`config.mk`:
```
export PLATFORM = sky130hd
export DESIGN_NAME = fib_sequencer
export DESIGN_NICKNAME = d
export VERILOG_FILES = /design/src/rtl/fib_sequencer.sv
export SDC_FILE = /design/constraint.sdc
export NUM_CORES = 1
export LEC_CHECK = 0
export BUFFER_PORTS_ARGS = -buffer_cell sky130_fd_sc_hd__buf_2
export CORE_UTILIZATION = 50
export CTS_CLUSTER_DIAMETER = 200
export DETAILED_ROUTE_END_ITERATION = 6
export PLACE_DENSITY = 0.76
export REMOVE_ABC_BUFFERS = 1
export SYNTH_ARGS = -nofsm -noshare
export SYNTH_HDL_FRONTEND = slang
export SYNTH_SLANG_ARGS = --single-unit
```
`constraint.sdc`:
```
create_clock -name clk -period 2.3 [get_ports clk]
set_input_delay 0.115 -clock clk [delete_from_list [all_inputs] [get_ports clk]]
set_output_delay 0.115 -clock clk [all_outputs]
set_load 0.1 [all_outputs]
```
`src/rtl/fib_sequencer.sv`:
```
// fib_sequencer: Wishbone-controlled run sequencer for the fibonacci datapath.
// Software programs COUNT and starts a run. The block clears the datapath,
// steps it COUNT times, captures the term, and reports done/overflow.
module fib_sequencer #(
  parameter int          WIDTH     = 32,
  parameter logic [31:0] BASE_ADDR = 32'h3000_0000
) (
  input  logic             clk,
  input  logic             reset,
  input  logic             wbs_stb_i,
  input  logic             wbs_cyc_i,
  input  logic             wbs_we_i,
  input  logic [3:0]       wbs_sel_i,
  input  logic [31:0]      wbs_adr_i,
  input  logic [31:0]      wbs_dat_i,
  output logic             wbs_ack_o,
  output logic [31:0]      wbs_dat_o,
  output logic             fib_clear,
  output logic             fib_step,
  input  logic [WIDTH-1:0] fib_value,
  output logic             busy,
  output logic             done_irq
);

  typedef enum logic [1:0] {
    ST_IDLE    = 2'd0,
    ST_CLEAR   = 2'd1,
    ST_RUN     = 2'd2,
    ST_CAPTURE = 2'd3
  } state_t;

  // Bus-side registers
  logic             r_ack;
  logic [31:0]      r_rdata;
  logic [15:0]      r_count;
  logic             r_irq_en;

  // Sequencer registers
  state_t           r_state;
  logic [15:0]      r_run_count;
  logic [15:0]      r_steps;
  logic [31:0]      r_result;
  logic             r_done;
  logic             r_ovf;
  logic             r_busy;
  logic             r_fib_clear;
  logic             r_fib_step;
  logic [WIDTH-1:0] r_prev;

  // Address decode and write strobes
  logic [31:0] w_off;
  logic [2:0]  w_idx;
  logic        w_hit;
  logic        w_req;
  logic        w_wr;
  logic        w_wr_ctrl;
  logic        w_wr_count;
  logic        w_wr_status;
  logic        w_start;
  logic        w_abort;
  logic        w_clr_done;
  logic        w_clr_ovf;
  logic [31:0] w_rdata;
  logic        w_unused;

  assign w_off       = wbs_adr_i - BASE_ADDR;
  assign w_idx       = w_off[4:2];
  // Only word-aligned offsets 0x00..0x1C land in the register window
  assign w_hit       = (w_off[31:5] == 27'd0) && (w_off[1:0] == 2'b00);
  // A new transfer is accepted only while ack is low, giving one-cycle acks
  assign w_req       = wbs_stb_i & wbs_cyc_i & ~r_ack;
  assign w_wr        = w_req & wbs_we_i;
  assign w_wr_ctrl   = w_wr & w_hit & (w_idx == 3'd0);
  assign w_wr_count  = w_wr & w_hit & (w_idx == 3'd1);
  assign w_wr_status = w_wr & w_hit & (w_idx == 3'd2);
  // Abort dominates a simultaneous start
  assign w_start     = w_wr_ctrl & wbs_dat_i[0] & ~wbs_dat_i[1];
  assign w_abort     = w_wr_ctrl & wbs_dat_i[1];
  assign w_clr_done  = w_wr_status & wbs_dat_i[1];
  assign w_clr_ovf   = w_wr_status & wbs_dat_i[2];
  // Byte selects are ignored (full-word writes) and upper data bits have no home
  assign w_unused    = &{1'b0, wbs_sel_i, wbs_dat_i[31:16]};

  // Read data multiplexer; unmapped offsets read as zero
  always_comb begin
    w_rdata = 32'd0;
    if (w_hit) begin
      case (w_idx)
        3'd0:    w_rdata = {29'd0, r_irq_en, 2'b00};
        3'd1:    w_rdata = {16'd0, r_count};
        3'd2:    w_rdata = {29'd0, r_ovf, r_done, r_busy};
        3'd3:    w_rdata = r_result;
        3'd4:    w_rdata = {16'd0, r_steps};
        default: w_rdata = 32'd0;
      endcase
    end
  end

  // Wishbone handshake, read data register and software-owned config
  always_ff @(posedge clk) begin
    if (reset) begin
      r_ack    <= 1'b0;
      r_rdata  <= 32'd0;
      r_count  <= 16'd0;
      r_irq_en <= 1'b0;
    end else begin
      r_ack   <= w_req;
      r_rdata <= (w_req & ~wbs_we_i) ? w_rdata : 32'd0;
      if (w_wr_ctrl)  r_irq_en <= wbs_dat_i[2];
      if (w_wr_count) r_count  <= wbs_dat_i[15:0];
    end
  end

  // Run FSM with registered datapath controls, status and result capture
  always_ff @(posedge clk) begin
    if (reset) begin
      r_state     <= ST_IDLE;
      r_run_count <= 16'd0;
      r_steps     <= 16'd0;
      r_result    <= 32'd0;
      r_done      <= 1'b0;
      r_ovf       <= 1'b0;
      r_busy      <= 1'b0;
      r_fib_clear <= 1'b0;
      r_fib_step  <= 1'b0;
      r_prev      <= '0;
    end else begin
      // The datapath reads 0 right after the clear, so the history restarts at 0
      r_prev <= (r_state == ST_CLEAR) ? '0 : fib_value;
      if (w_clr_done) r_done <= 1'b0;
      if (w_clr_ovf)  r_ovf  <= 1'b0;
      // Fibonacci never decreases, so any drop is a wrap; set beats W1C
      if (((r_state == ST_RUN) || (r_state == ST_CAPTURE)) && (fib_value < r_prev))
        r_ovf <= 1'b1;
      case (r_state)
        ST_IDLE: begin
          if (w_start) begin
            r_state     <= ST_CLEAR;
            r_run_count <= r_count;
            r_steps     <= 16'd0;
            r_done      <= 1'b0;
            r_ovf       <= 1'b0;
            r_busy      <= 1'b1;
            r_fib_clear <= 1'b1;
          end
        end
        ST_CLEAR: begin
          r_fib_clear <= 1'b0;
          if (w_abort) begin
            r_state <= ST_IDLE;
            r_busy  <= 1'b0;
          end else if (r_run_count == 16'd0) begin
            r_state <= ST_CAPTURE;
          end else begin
            r_state    <= ST_RUN;
            r_fib_step <= 1'b1;
          end
        end
        ST_RUN: begin
          // The step driven this cycle lands regardless of an abort, so count it
          r_steps <= r_steps + 16'd1;
          if (w_abort) begin
            r_state    <= ST_IDLE;
            r_fib_step <= 1'b0;
            r_busy     <= 1'b0;
          end else if (r_steps + 16'd1 == r_run_count) begin
            r_state    <= ST_CAPTURE;
            r_fib_step <= 1'b0;
          end
        end
        ST_CAPTURE: begin
          r_state <= ST_IDLE;
          r_busy  <= 1'b0;
          if (!w_abort) begin
            r_result <= 32'(fib_value);
            r_done   <= 1'b1;
          end
        end
        default: begin
          r_state <= ST_IDLE;
        end
      endcase
    end
  end

  assign wbs_ack_o = r_ack;
  assign wbs_dat_o = r_rdata;
  assign fib_clear = r_fib_clear;
  assign fib_step  = r_fib_step;
  assign busy      = r_busy;
  assign done_irq  = r_done & r_irq_en;

endmodule

```
**Word-level counts from Yosys, hierarchy flattened**

Index checks and enable logic that the tools add are counted.

- $add $sub $neg: 2
- $lt $le $gt $ge: 1
- Eq/ne operators: 13
- Multiplexer cells: 26
- Bitwise gates (word level): 20
- Reduce and logical (&&, ||, !) cells: 21

Operator list:

| kind | number |
|---|---|
| $pmux W32 S5 | 1 |
| $lt A32 B32 Y1 | 1 |
| $pmux W16 S2 | 1 |
| $sub A32 B30 Y32 const B | 1 |
| $logic_not A27 Y1 | 1 |
| $add A16 B1 Y16 const B | 1 |
| $eq A16 B16 Y1 | 1 |
| $logic_not A16 Y1 | 1 |
| $mux W16 | 1 |
| $and A1 B1 Y1 | 14 |
| $mux W1 | 14 |
| $reduce_and A2 Y1 | 6 |
| $mux W2 | 4 |
| $pmux W2 S4 | 1 |
| $eq A3 B2 Y1 const B | 2 |
| $ne A2 B2 Y1 const B | 3 |
| $not A1 Y1 | 6 |
| $pmux W1 S2 | 3 |
| $reduce_bool A2 Y1 | 3 |
| $eq A2 B2 Y1 const B | 2 |
| $logic_not A2 Y1 | 2 |
| $reduce_and A4 Y1 | 1 |
| $reduce_or A2 Y1 | 2 |
| $eq A3 B1 Y1 const B | 1 |
| other kinds (9) | 10 |

- Bits in registers: 153
- Input port bits: 105
- Output and inout port bits: 37
- Word-level logic and storage cells: 97

**Longest topological paths before layout**

- Depth in word-level cells: 10
- Depth in mapped cells: 10
- Gate-level depth less buffers: 10

**Worst setup path before layout**

OpenSTA, ideal clock, no wires.

- Path type: reg2reg
- Start point: reg r_ack, in the netlist wbs_ack_o
- End point: reg r_count[10]
- Setup time: 0.128 ns
- Data arrival time: 2.418 ns
- Required time: 2.172 ns
- Slack: -0.245 ns
- Cell stages (with the launch flop): 7
- Buffers on the path: 1
- Clock period less this slack: 2.545 ns
- Path through: dfxtp_1 -> nand3b_1 -> nand3b_1 -> nor4_2 -> buf_6 -> mux2i_1 -> nor2_1

- Word-level cells in the longest chain between the ends: 5

Ends and longest elaborated chain:

| item | line | RTL |
|---|---|---|
| from (decl) | 33 | `logic r_ack;` |
| from (signal assigned) | 107 | `r_ack <= w_req;` |
| $not A1 Y1 | 71 | `assign w_req = wbs_stb_i & wbs_cyc_i & ~r_ack;` |
| $and A1 B1 Y1 | 71 |  |
| $and A1 B1 Y1 | 72 | `assign w_wr = w_req & wbs_we_i;` |
| $and A1 B1 Y1 (2 in a row) | 74 | `assign w_wr_count = w_wr & w_hit & (w_idx == 3'd1);` |
| to (signal assigned) | 110 | `if (w_wr_count) r_count <= wbs_dat_i[15:0];` |
| to (decl) | 35 | `logic [15:0] r_count;` |

Every way passes these cells.
A chain may end at the register's enable or synchronous reset.

**Final worst setup path**

- Start point: reg r_steps[0]
- End point: reg r_state[1]

- Word-level cells in the longest chain between the ends: 4

Ends and longest elaborated chain:

| item | line | RTL |
|---|---|---|
| from (decl) | 41 | `logic [15:0] r_steps;` |
| from (signal assigned) | 161 | `r_steps <= r_steps + 16'd1;` |
| $add A16 B1 Y16 | 166 | `end else if (r_steps + 16'd1 == r_run_count) begin` |
| $eq A16 B16 Y1 | 166 |  |
| $ne A3 B2 Y1 (no source line) | - |  |
| $reduce_and A2 Y1 (no source line) | - |  |
| to (signal assigned) | 163 | `r_state <= ST_IDLE;` |
| to (signal assigned) | 167 | `r_state <= ST_CAPTURE;` |
| to (signal assigned) | 172 | `r_state <= ST_IDLE;` |
| to (decl) | 39 | `state_t r_state;` |

Every way passes these cells.

==> results.py <==
metrics = {
    "run_status": {
        "status": "complete, no violations",
    },
    "setup_path": {
        "worst-path-buf-inv": 1,
        "cp.arrival_ps": 2610,
        "worst_setup_path_end_kind": "register",
        "worstSetupPathType": "register to register",
        "timing.rr.start": "r_steps[0]",
        "slowest_delay_ps": 570,
        "ff2ff_setup_slack_ps": 5,
        "crit_chain": "buf_4 > nand4_1 > nor2_4 > a2111oi_2 > nor2_1 > or4_4 > o211ai_2 > a21o_1 > a21oi_1",
        "crit_path_start_kind": "register",
        "reg2reg_to": "r_state[1]",
        "critical_path.top_delay_family": "simple AND/OR/NAND/NOR gates",
        "slowest_stage": "or4_4",
        "rr_worst_depth": 9,
        "worstPathMaxFanout": 7,
        "worstPathRequired_ps": 2610,
    },
    "power": {
        "p_seq_share_pct": 46.3,
        "netSwitchingFraction_pct": 24.8,
        "p_sw_mw": 1.45,
        "comb_power_share_pct": 9.7,
        "p_int_mw": 4.41,
        "p_clk_share_pct": 44.0,
        "peakVddDrop_mv": 0.439,
        "p_leak_nw": 4.03,
        "powerDensity_nw_per_um2": 624,
    },
    "finish": {
        "area_growth_pct": 32.2,
        "fin_nets": 1156,
        "fin_cells": 1206,
        "drive_gt1_share_pct": 25.0,
        "diodes": 0,
        "finalInstanceArea_um2": 9400,
    },
    "synthesis": {
        "synth.most_common_cell": "dfxtp_1",
        "synth.top_cell.area_share_pct": 43.1,
        "synth_edf_count": 0,
        "synthCells": 806,
        "yosysSeqAreaShare_pct": 43.1,
        "synth_seq_cells": 153,
        "synth_cell_types": 63,
        "synthArstFlopShare_pct": 0,
        "yosysTopAreaCell": "dfxtp_1",
        "avgSynthCellArea_um2": 8.82,
        "netlist_area_um2": 7110,
        "synth_common_cells": "dfxtp_1, nor2_1, nand2_1",
        "synth_warnings": 0,
        "synth_ff_type": "dfxtp_1",
        "synth.area.top_cells": "dfxtp_1, ha_1, mux2i_1, nor2_1, and2_1",
    },
    "clock_tree": {
        "clock_latency_ps": 430,
        "htreeDepth": 4,
        "cts_tree": "yes",
        "clockBufferDepth": 2,
        "clkSlewWorstSetupHoldPaths_ps": 70,
        "cts_buffers": 17,
        "cts-root-buf": "clkbuf_16",
        "clock_sinks": 153,
    },
    "job": {
        "maxCapViolCount": 0,
    },
    "placed_design": {
        "io_buffers": 121,
        "dp_hpwl_um": 12700,
        "pre_cts_ws_ps": -30.6,
        "dp.cells": 1123,
        "dpl-instance-area_um2": 8240,
        "place.gp.congestion": 0.945,
    },
    "grt": {
        "grt_max_degree": 68,
        "grt_overflow": 0,
        "grt_use_total_pct": 27.3,
        "grt_pass1_wl_um": 30800,
        "antenna_found_initial": 0,
        "grt_pass1_vias": 6190,
    },
    "drt": {
        "vias_per_cell": 5.40,
        "drt_pass1_iterations": 5,
        "drtIter0Drc": 459,
        "totalWireLength_um": 19100,
        "drc": 0,
        "wire_per_inst_um": 15.8,
        "antenna_left": 0,
        "vias": 6516,
    },
    "sta": {
        "fmax_mhz": 436,
        "worst_pin_slew_ps": 570,
        "fin_skew_ps": 9.59,
        "period_share_pct": 99.8,
        "finalWorstPathRequiredPeriod_ps": 2300,
        "whs_ps": 183,
        "drv_slew": 0,
        "hold_viol": 0,
        "rsz0062_at_grt": "yes",
        "fin_ws_ps": 4.97,
        "finalSetupTns_ps": 0,
        "setup_viol": 0,
        "slew_headroom_pct": 62.0,
    },
    "die": {
        "coreArea_um2": 13900,
        "die_w_um": 121,
        "row_count": 43,
        "io_pins": 142,
        "initial_core_util_pct": 51.2,
        "dieArea_um2": 14700,
        "die_h_um": 121,
    },
    "min_path": {
        "min_from": "reset",
        "holdPathEnd": "wbs_ack_o",
        "whs_path_depth": 2,
        "worstHoldPathType": "primary input to register",
    },
}
state kept, by name, indices dropped and copies added (netlist names):
signal,flops
r_result,32
r_prev,32
wbs_dat_o,32
wbs_ack_o,1
r_steps,16
r_ovf,1
r_done,1
r_count,16
fib_clear,1
r_irq_en,1
r_run_count,16
busy,1
fib_step,1
r_state,2
cell type report:
type / instances / area, um2
multi-input combinational: 569 / 3780
tap: 180 / 225
clock buffer: 20 / 457
sequential: 153 / 3070
timing repair buffer: 235 / 1640
inverter: 37 / 139
fill: 1080 / 4480
clock inverter: 12 / 90.1
through the flow:
| step | utilization (%) | total power, mW |
|---|---|---|
| after floorplan | - | 3.02 |
| after global placement | 59.4 | 3.25 |
| after detailed placement | 59.4 | 3.27 |
| after CTS | 67.2 | 5.90 |
| after global routing | 67.7 | 6.09 |
| final | 67.7 | 5.86 |
cells in the final DEF (no fill, tap or decap), types with 10 or more instances in the layout:
cell           Yosys  final
nor2_1            87     86
nand4_1           17     17
dfxtp_1          153    149
and2_1            52     52
nor3_1            12     10
a22oi_1           17     17
inv_1             37     37
dlygate4sd3_1      0     50
clkbuf_16          0     17
nand2_1           74     74
mux2i_1           39     39
o21ai_0           26     26
buf_4              1     60
a21oi_1           64     64
xor2_1            12     10
a31oi_1           11     11
ha_1              38     37
buf_2             14    121
worst max-delay path by stage:
stage	startpoint	to	slack, ps	cells past startpoint
6_report	r_steps[0]	r_state[1]	5	9
5_1_grt	r_steps[0]	r_state[1]	-80	9
4_1_cts	r_steps[0]	r_state[1]	2	9
3_5_place_dp	r_steps[0]	r_state[0]	-30	10
3_3_place_gp	wbs_adr_i[28]	r_steps[9]	20	10
2_1_floorplan	wbs_ack_o	r_count[0]	-760	5
what timing repair did:
| item | 4_1_cts | 5_1_grt |
|---|---|---|
| resized for setup | 9 | 16 |
| cloned | 0 | 0 |
| endpoints found under the setup margin | 3 | 37 |
| setup buffers | 1 | 0 |
| hold buffers | 50 | 0 |
| endpoints found under the hold margin | 82 | 0 |
| pin swaps | 5 | 6 |
cells by family after synthesis:
| logic type | share of synthesized area [%] |
|---|---|
| AOI/OAI and AO/OA | 12.8 |
| muxes | 6.60 |
| adders and majority gates | 6.69 |
| buffers and inverters | 5.17 |
| xor gates and xnor gates | 2.71 |
| DFF | 43.1 |
| and+or+nand+nor | 23.0 |
routing by layer:
| metal | vias up | track usage (%) | wire, um |
|---|---|---|---|
| li1 | 3209 | - | - |
| met1 | 3075 | 36.6 | 8760 |
| met2 | 211 | 44.1 | 8940 |
| met3 | 21 | 4.65 | 1100 |
| met4 | 0 | 9.41 | 274 |
| met5 | - | 0 | 0 |
power groups by stage:
stage	logic, mW	registers (mW)	clock network, mW
2_1_floorplan	0.234	2.79	0
3_3_place_gp	0.482	2.77	0
3_5_place_dp	0.490	2.77	0
4_1_cts	0.565	2.72	2.62
5_1_grt	0.635	2.72	2.73
6_report	0.569	2.72	2.58
Power figures use the tool's default switching activity.
